### config.mk
export PLATFORM = sky130hd
export DESIGN_NAME = fp_align
export DESIGN_NICKNAME = d
export VERILOG_FILES = /design/src/rtl/fp_align.sv
export SDC_FILE = /design/constraint.sdc
export NUM_CORES = 1
export LEC_CHECK = 0
export CAP_MARGIN = 20
export CELL_PAD_IN_SITES_DETAIL_PLACEMENT = 1
export CELL_PAD_IN_SITES_GLOBAL_PLACEMENT = 1
export CORE_UTILIZATION = 42
export DETAILED_ROUTE_END_ITERATION = 8
export GPL_TIMING_DRIVEN = 0
export HOLD_SLACK_MARGIN = 0.08
export PLACE_DENSITY_LB_ADDON = 0.1
export SLEW_MARGIN = 20
export SYNTH_ARGS = -nofsm -noshare
export SYNTH_HDL_FRONTEND = slang
export SYNTH_SLANG_ARGS = --single-unit
### constraint.sdc
create_clock -name clk -period 5.75 [get_ports clk]
set_input_delay 1.15 -clock clk [delete_from_list [all_inputs] [get_ports clk]]
set_output_delay 1.15 -clock clk [all_outputs]
set_load 0.05 [all_outputs]
### src/rtl/fp_align.sv
// rtl/fp_align.sv - pre-add operand alignment: magnitude compare, swap, right-shift with sticky
module fp_align #(
    parameter int EXP_W  = 4,
    parameter int MANT_W = 4
) (
    input  logic              clk,
    input  logic              rst,            // synchronous, active-high
    // operand pair in
    input  logic              in_valid,
    output logic              in_ready,
    input  logic              in_sign_a,
    input  logic              in_sign_b,
    input  logic [EXP_W-1:0]  in_exp_a,
    input  logic [EXP_W-1:0]  in_exp_b,
    input  logic [MANT_W-1:0] in_mant_a,
    input  logic [MANT_W-1:0] in_mant_b,
    // aligned pair out
    output logic              out_valid,
    input  logic              out_ready,
    output logic              out_sign_big,
    output logic              out_sign_small,
    output logic [EXP_W-1:0]  out_exp,        // common exponent (larger one)
    output logic [MANT_W:0]   out_mant_big,   // {hidden,frac}, unshifted
    output logic [MANT_W:0]   out_mant_small, // {hidden,frac} >> diff
    output logic              out_sticky,     // OR of bits shifted out
    output logic              out_swapped,    // B was the larger operand
    output logic              out_eff_sub     // signs differ
);

    localparam int MW1 = MANT_W + 1;

    // stage 1 (compare) registers
    logic              s1_valid;
    logic              s1_sign_big;
    logic              s1_sign_small;
    logic [EXP_W-1:0]  s1_exp_big;
    logic [MANT_W:0]   s1_mant_big;
    logic [MANT_W:0]   s1_mant_small;
    logic [EXP_W-1:0]  s1_diff;
    logic              s1_swapped;
    logic              s1_eff_sub;

    logic              s2_valid;

    // handshake
    logic              s2_en;
    logic              s1_en;
    logic              accept;

    // stage 1 combinational
    logic [MANT_W:0]   ext_a;
    logic [MANT_W:0]   ext_b;
    logic              a_big;
    logic [EXP_W-1:0]  diff_in;

    // stage 2 combinational
    logic [MANT_W:0]   lost_mask;
    logic [MANT_W:0]   shifted;
    logic              sticky;

    // s2 can take a new entry when empty or when its current one leaves this cycle;
    // s1 can take a new pair when empty or when it moves into s2.
    assign s2_en     = !s2_valid || out_ready;
    assign in_ready  = !s1_valid || s2_en;
    assign s1_en     = in_ready;
    assign accept    = in_valid && in_ready;
    assign out_valid = s2_valid;

    // A zero exponent encodes zero: the hidden bit and the fraction are both dropped.
    always_comb begin
        ext_a   = '0;
        ext_b   = '0;
        if (in_exp_a != '0) begin
            ext_a = {1'b1, in_mant_a};
        end
        if (in_exp_b != '0) begin
            ext_b = {1'b1, in_mant_b};
        end
        // ties go to A so equal operands never report a swap
        a_big   = (in_exp_a > in_exp_b) ||
                  ((in_exp_a == in_exp_b) && (in_mant_a >= in_mant_b));
        diff_in = a_big ? (in_exp_a - in_exp_b) : (in_exp_b - in_exp_a);
    end

    // Shift-out of the small mantissa. Once diff covers the whole {hidden,frac}
    // field every bit is lost, so sticky collapses to an OR of the full field.
    always_comb begin
        lost_mask = '0;
        shifted   = '0;
        sticky    = 1'b0;
        if (int'(s1_diff) > MW1) begin
            shifted = '0;
            sticky  = |s1_mant_small;
        end else begin
            lost_mask = ~({MW1{1'b1}} << s1_diff);
            shifted   = s1_mant_small >> s1_diff;
            sticky    = |(s1_mant_small & lost_mask);
        end
    end

    always_ff @(posedge clk) begin
        if (rst) begin
            s1_valid       <= 1'b0;
            s1_sign_big    <= 1'b0;
            s1_sign_small  <= 1'b0;
            s1_exp_big     <= '0;
            s1_mant_big    <= '0;
            s1_mant_small  <= '0;
            s1_diff        <= '0;
            s1_swapped     <= 1'b0;
            s1_eff_sub     <= 1'b0;
            s2_valid       <= 1'b0;
            out_sign_big   <= 1'b0;
            out_sign_small <= 1'b0;
            out_exp        <= '0;
            out_mant_big   <= '0;
            out_mant_small <= '0;
            out_sticky     <= 1'b0;
            out_swapped    <= 1'b0;
            out_eff_sub    <= 1'b0;
        end else begin
            if (s1_en) begin
                s1_valid <= in_valid;
                if (accept) begin
                    s1_sign_big   <= a_big ? in_sign_a : in_sign_b;
                    s1_sign_small <= a_big ? in_sign_b : in_sign_a;
                    s1_exp_big    <= a_big ? in_exp_a  : in_exp_b;
                    s1_mant_big   <= a_big ? ext_a     : ext_b;
                    s1_mant_small <= a_big ? ext_b     : ext_a;
                    s1_diff       <= diff_in;
                    s1_swapped    <= !a_big;
                    s1_eff_sub    <= in_sign_a ^ in_sign_b;
                end
            end
            if (s2_en) begin
                s2_valid <= s1_valid;
                // data only moves with a valid entry so a stalled or drained
                // output keeps its last value bit-stable
                if (s1_valid) begin
                    out_sign_big   <= s1_sign_big;
                    out_sign_small <= s1_sign_small;
                    out_exp        <= s1_exp_big;
                    out_mant_big   <= s1_mant_big;
                    out_mant_small <= shifted;
                    out_sticky     <= sticky;
                    out_swapped    <= s1_swapped;
                    out_eff_sub    <= s1_eff_sub;
                end
            end
        end
    end

endmodule
==> summary.md, run 1 <==
| Metric | Value |
|---|---|
| Status | `complete, no violations` |
| DIE AREA | `5880 µm²` |
| Post-synthesis mux area share | `8.60%` |
| Clk_lat worst skew | `0.30 ns` |
| CTS HTree Levels | `2` |
| Unrepaired setup endpoints after global routing | `false` |
| Largest cells by area after synthesis | `dfxtp_1 37%, mux2i_1 8.1%, ha_1 5.9%, a21oi_1 5.6%, a211oi_1 5.4%` |
| GRT Overall Usage | `23.0%` |
| Nets | `354` |
| Initial antenna violation count | `0` |
| Post-Synthesis Cells | `271` |
| Largest net degree at the start of global routing | `14` |
| Layout cells sized above 1 | `6.88%` |
| Post-synth EDFFs | `0` |
| Non-filler cells, final | `390` |
| Drt wl/cell | `15.8 µm` |
| FMAX | `264 MHz` |
| Rel. slew slack | `31.7%` |
| Met2 usage | `41.3%` |
| Worst hold path type | `reg2reg` |
| Starting density of the core | `44.7%` |
| Yosys top cell area share | `36.7%` |
| Cell count of the worst hold path | `2` |
| Hold-fix buffers, CTS | `0` |
| Final setup violation count | `0` |
| Met3 usage | `3.69%` |
| TritonCTS clock tree | `done` |
| Worst setup EP type | `output port` |
| Final worst setup slack | `1.96 ns` |
| Max VDD drop | `0.133 mV` |
| Post-Syn Area | `2340 µm²` |
| Hold Crit Start | `s1_exp_big[1]` |
| Final hold viol count | `0` |
| Max clock buf depth | `2` |
| Post-CTS setup buffers | `0` |
| Vias/cell | `5.42` |
| Inst Count DP | `382` |
| Vias | `2112` |
| Total wire length | `6160 µm` |
| TritonCTS buffer count | `5` |
| Number of global-route vias before repair | `2151` |
| Post-synth top flop | `dfxtp_1` |
| # DRC | `0` |
| Max-Cap Viols | `0` |
| ANT cells | `0` |
| Max Transition Viols Final | `0` |
| Worst-path clk slew | `0.09 ns` |
| Synth unique cells | `43` |
| Terminus of the critical flop-to-flop path | `s1_sign_small` |
| Area fraction in compound gates after synthesis | `18.8%` |
| Die width | `76.7 µm` |
| Post-place setup slack | `1.95 ns` |
| Core area | `5240 µm²` |
| Power per cell area | `270 nW/µm²` |
| Worst hold endpoint | `out_exp[1]` |
| Number of port buffers | `41` |
| Required @ worst endpoint | `4.60 ns` |
| Arrival @ worst endpoint | `2.64 ns` |
| Die H | `76.7 µm` |
| Reg2reg setup slack | `4.05 ns` |
| Final RePlAce weighted congestion | `0.828` |
| DR pass1 iterations | `4` |
| CTS Sinks | `43` |
| Area share of fa/ha/maj cells after synthesis | `7.58%` |
| CP Launch Point | `out_ready` |
| Global-route met1 utilization | `28.2%` |
| Flops & latches, synth | `43` |
| Fin crit period | `3.79 ns` |
| Post-Synth Simple-Gate Area | `20.0%` |
| Worst r2r src | `s1_valid` |
| Largest family of logic cells by synthesized area | `simple AND/OR/NAND/NOR gates` |
| CP Class | `in2out` |
| P&R area growth vs syn | `26.9%` |
| Pleak | `1.19 nW` |
| Ys Warns | `0` |
| Synthesized netlist net count | `306` |
| Post-CTS resize count | `0` |
| Clock Skew | `0.00970 ns` |
| Post-synth ARST share | `0%` |
| Iteration-0 DRC count of the detailed router | `72` |
| Final ANT Viol Nets | `0` |
| Crit share post-route | `66.0%` |
| CP startpoint kind | `input port` |
| Sequential cell area fraction in the yosys report | `36.7%` |
| Cell taking the most area after synthesis | `dfxtp_1` |
| Crit path max fanout | `5` |
| Xor-xnor portion of the synthesized cell area | `0.374%` |
| Remaining Overflow, GRT | `0` |
| Most numerous cell in the Yosys netlist | `dfxtp_1` |
| CTS Root Cell | `clkbuf_8` |
| GRT Max-Usage Layer | `met2` |
| Detail Placement HPWL | `4600 µm` |
| Most instantiated cells after synthesis | `43 x dfxtp_1, 34 x nand2_1, 28 x nor2_1` |
| Least-Margin Pin Slew | `1.01 ns` |
| Cell count of the worst reg-to-reg path | `6` |
| Setup TNS | `0 ns` |
| # IOs | `43` |
| First-pass GRT wire length | `10600 µm` |
| Site Rows | `26` |
| Synthesized area per cell | `8.65 µm²` |
-- power breakdown --
part	leakage [nW]	total (mW)	internal (mW)	switching [mW]
clock	0.0654	0.277	0.174	0.103
combinational	0.772	0.193	0.0851	0.108
sequential	0.354	0.333	0.318	0.0151
-- routing by layer --
layer / up-vias / wire length, µm
li1: 1042 / -
met1: 1026 / 2820
met2: 37 / 3140
met3: 7 / 121
met4: 0 / 85
met5: - / 0
-- critical path, cell delays in order --
cell and delay (ns):
clkdlybuf4s50_1 0.46, nand3b_1 0.19, clkdlybuf4s50_1 0.84
-- how the worst max path moves through the flow --
stage               end  slack [ns]  cells past startpoint
2_1_floorplan  in_ready        2.94                      1
3_3_place_gp   in_ready        1.96                      3
3_5_place_dp   in_ready        1.95                      3
4_1_cts        in_ready        1.95                      3
5_1_grt        in_ready        1.89                      3
6_report       in_ready        1.96                      3
-- through the flow --
| stage | hold slack, ns | cell area [µm²] | util, % | power (mW) |
|---|---|---|---|---|
| 6_report | 0.459 | 2970 | 56.8 | 0.803 |
| 5_1_grt | 0.473 | 2970 | 56.8 | 0.841 |
| 4_1_cts | 0.459 | 2970 | 56.8 | 0.808 |
| 3_5_place_dp | 0.446 | 2840 | 54.3 | 0.531 |
| 3_3_place_gp | 0.439 | 2840 | 54.3 | 0.525 |
| 2_1_floorplan | 0.427 | 2340 | - | 0.469 |
-- registers in the layout (all words and copies together), names as in the netlist, 4 cells and up --
| signal | count |
|---|---|
| out_exp | 4 |
| out_mant_big | 5 |
| out_mant_small | 5 |
| s1_diff | 4 |
| s1_exp_big | 4 |
| s1_mant_big | 5 |
| s1_mant_small | 5 |
-- logic make-up (layout without fill, tap and decap cells) --
| logic type | Yosys count | count (layout) |
|---|---|---|
| xor+xnor | 1 | 1 |
| compound gates | 66 | 66 |
| buf+inv | 33 | 82 |
| flops | 43 | 43 |
| fa+ha+maj | 13 | 13 |
| simple gates | 95 | 95 |
| mux | 20 | 20 |
-- layout make-up --
type | instances | area, µm²
well taps | 70 | 87.6
fillers | 644 | 2260
clock inverters | 2 | 60.1
plain buffers | 19 | 133
inverters | 14 | 52.6
multi-input cells | 195 | 1300
repair buffers | 41 | 410
flip-flops and latches | 43 | 861
clock buffers | 6 | 72.6
-- placed cells by master, fill, tap and decap left out, types with 3 or more instances in the layout --
cell	count
nor3b_1	5
inv_1	14
nor2_1	28
nand2_1	34
nor2b_1	6
clkbuf_8	5
clkbuf_1	12
a21o_1	3
o211ai_1	3
dfxtp_1	43
nand2b_1	3
a211oi_1	17
buf_6	5
ha_1	11
nor3_1	3
nand3b_1	4
o21ai_0	4
a21oi_1	26
clkdlybuf4s50_1	41
mux2i_1	19
Power figures use the tool's default switching activity.
==> run 2, diff against run 1 <==
--- a/config.mk
+++ b/config.mk
@@ -8,7 +8,7 @@
 export CAP_MARGIN = 20
 export CELL_PAD_IN_SITES_DETAIL_PLACEMENT = 1
 export CELL_PAD_IN_SITES_GLOBAL_PLACEMENT = 1
-export CORE_UTILIZATION = 42
+export CORE_UTILIZATION = 35
 export DETAILED_ROUTE_END_ITERATION = 8
 export GPL_TIMING_DRIVEN = 0
 export HOLD_SLACK_MARGIN = 0.08
==> constraint.sdc (replaced) <==
create_clock -name clk -period 3.1 [get_ports clk]
set_input_delay 0.62 -clock clk [delete_from_list [all_inputs] [get_ports clk]]
set_output_delay 0.62 -clock clk [all_outputs]
set_load 0.05 [all_outputs]
==> run 2 against run 1 <==
  * The run now ends with design-rule violations left
  * First-iteration DRC count shrank 21%
  * Cell count rose by 1.8%
  * Non-clock buffer count unchanged
  * Flip-flop and latch count did not move
  * Clock skew is 0.0058 ns lower
  * Global-route usage decreased by 5.0 points
  * Setup slack worse by 1.6 ns
  * Largest power group unchanged
==> summary.md, run 2 (synthesis results as in run 1) <==
| Metric | Value |
|---|---|
| Rel. slew slack | `32.2% (+0.47 points)` |
| Final RePlAce weighted congestion | `0.767 (-7.4%)` |
| # IOs | `43 (unchanged)` |
| Die H | `83.8 µm (+9.3%)` |
| Final non-filler cell area | `2950 µm² (-0.80%)` |
| Nets | `354 (unchanged)` |
| # DRC | `5 (+5)` |
| CTS Sinks | `43 (unchanged)` |
| Final ANT Viol Nets | `0 (unchanged)` |
| CTS HTree Levels | `2 (unchanged)` |
| Power per cell area | `462 nW/µm² (+71%)` |
| Total wire length | `5870 µm (-4.7%)` |
| Crit path max fanout | `10 (+5)` |
| Final setup violation count | `0 (unchanged)` |
| Cell count of the worst reg-to-reg path | `6 (unchanged)` |
| Hold-fix buffers, CTS | `0 (unchanged)` |
| Site Rows | `29 (+12%)` |
| Initial antenna violation count | `0 (unchanged)` |
| Arrival @ worst endpoint | `2.92 ns (+0.28 ns)` |
| Core area | `6420 µm² (+23%)` |
| Commonest non-fill, non-tap cell in the layout | `dfxtp_1` |
| P&R area growth vs syn | `25.9%` |
| Worst setup EP type | `flip-flop` |
| Required @ worst endpoint | `3.28 ns (-1.32 ns)` |
| Max Transition Viols Final | `0 (unchanged)` |
| Drt wl/cell | `14.8 µm (-6.4%)` |
| Max clock buf depth | `2 (unchanged)` |
| Most frequent cells in the layout | `43 x dfxtp_1, 41 x clkdlybuf4s50_1, 34 x nand2_1` |
| Pleak | `1.18 nW (-1.2%)` |
| Max VDD drop | `0.152 mV (+15%)` |
| GRT Overall Usage | `18.1% (-5.0 points)` |
| Crit share post-route | `88.7%` |
| CP startpoint kind | `input port` |
| Iteration-0 DRC count of the detailed router | `57 (-21%)` |
| Layout cells sized above 1 | `6.88% (unchanged)` |
| Status | `complete, but fails checks` |
| PnR Total Power | `1.36 mW (+70%)` |
| Number of port buffers | `41 (unchanged)` |
| CP Class | `in2reg` |
| Final hold viol count | `0 (unchanged)` |
| Worst hold endpoint | `out_mant_small[0]` |
| Unrepaired setup endpoints after global routing | `false` |
| Vias/cell | `5.11 (-5.7%)` |
| Failing checks | `design-rule violations` |
| DIE AREA | `7030 µm² (+19%)` |
| ANT cells | `0 (unchanged)` |
| Number of global-route vias before repair | `2039 (-5.2%)` |
| Remaining Overflow, GRT | `0 (unchanged)` |
| DP Area | `2850 µm² (+0.31%)` |
| Clock Skew | `0.00389 ns (-0.00581 ns)` |
| Cell count of the worst hold path | `2 (unchanged)` |
| Fin crit period | `2.75 ns` |
| Hold Crit Start | `out_mant_small[0]` |
| Least-Margin Pin Slew | `1.01 ns (-0.00703 ns)` |
| Worst hold path type | `reg2reg` |
| Reg2reg setup slack | `1.45 ns (-2.60 ns)` |
| Starting density of the core | `36.5% (-8.3 points)` |
| Filler instances | `754 (+17%)` |
| TritonCTS buffer count | `5 (unchanged)` |
| Detail Placement HPWL | `4600 µm (-0.11%)` |
| Clk_lat worst skew | `0.29 ns (about the same)` |
| Vias | `2027 (-4.0%)` |
| Die width | `83.8 µm (+9.3%)` |
| Post-CTS resize count | `0 (unchanged)` |
| Terminus of the critical flop-to-flop path | `s1_sign_small` |
| FMAX | `364 MHz` |
| Setup TNS | `0 ns (unchanged)` |
| Max-Cap Viols | `0 (unchanged)` |
| DR pass1 iterations | `6 (+2)` |
| Post-CTS setup buffers | `0 (unchanged)` |
| CTS Root Cell | `clkbuf_8` |
| Largest net degree at the start of global routing | `13 (-1)` |
| First-pass GRT wire length | `10000 µm (-5.5%)` |
| TritonCTS clock tree | `done` |
| Worst-path clk slew | `0.08 ns (about the same)` |
| Worst r2r src | `s1_valid` |
## run 2: routing by layer
metal	track usage [%]	vias up	wire [µm]
met3	2.37	5	128
met2	30.3	39	2740
li1	-	1037	-
met1	24.0	946	2930
met5	0	-	0
met4	5.80	0	76
## run 2: final cells by class
type / instances / area (µm²) / area share (%)
inverters: 14 / 52.6 / 1.78
flip-flops and latches: 43 / 861 / 29.2
multi-input cells: 195 / 1300 / 44.0
well taps: 77 / 96.3 / 3.27
repair buffers: 41 / 410 / 13.9
clock buffers: 8 / 100 / 3.39
plain buffers: 19 / 133 / 4.50
## run 2: metrics by stage
stage | utilization (%) | hold slack [ns] | std cells | setup slack (ns)
2_1_floorplan | - | 0.427 | 271 | 0.905
3_3_place_gp | 44.4 | 0.439 | 389 | 0.0257
3_5_place_dp | 44.4 | 0.447 | 389 | -0.00464
4_1_cts | 45.9 | 0.459 | 397 | 0.318
5_1_grt | 45.9 | 0.474 | 397 | 0.190
6_report | 45.9 | 0.454 | 397 | 0.352
## run 2: worst max-delay path by stage
stage          slack, ns  depth (start not counted)               end        start
6_report            0.35                         10  s1_mant_small[0]  in_exp_a[0]
5_1_grt             0.19                         10  s1_mant_small[0]  in_exp_a[0]
4_1_cts             0.32                         10  s1_mant_small[0]  in_exp_a[0]
3_5_place_dp      -0.005                         10  s1_mant_small[0]  in_exp_a[0]
3_3_place_gp        0.03                         10  s1_mant_small[0]  in_exp_a[0]
2_1_floorplan       0.90                          6        s1_diff[2]    out_valid
## run 2: critical path, cell delays in order
cell,delay [ns]
clkdlybuf4s50_1,0.54
inv_1,0.06
ha_1,0.22
fa_1,0.41
nor2b_2,0.14
o21a_1,0.15
o21a_4,0.18
buf_8,0.16
mux2i_1,0.31
a211oi_1,0.11
## run 2: report_power, final
group / total (mW) / leakage, nW / internal, mW / switching, mW
combinational: 0.351 / 0.772 / 0.158 / 0.193
sequential: 0.619 / 0.354 / 0.590 / 0.0290
clock: 0.393 / 0.0515 / 0.204 / 0.189
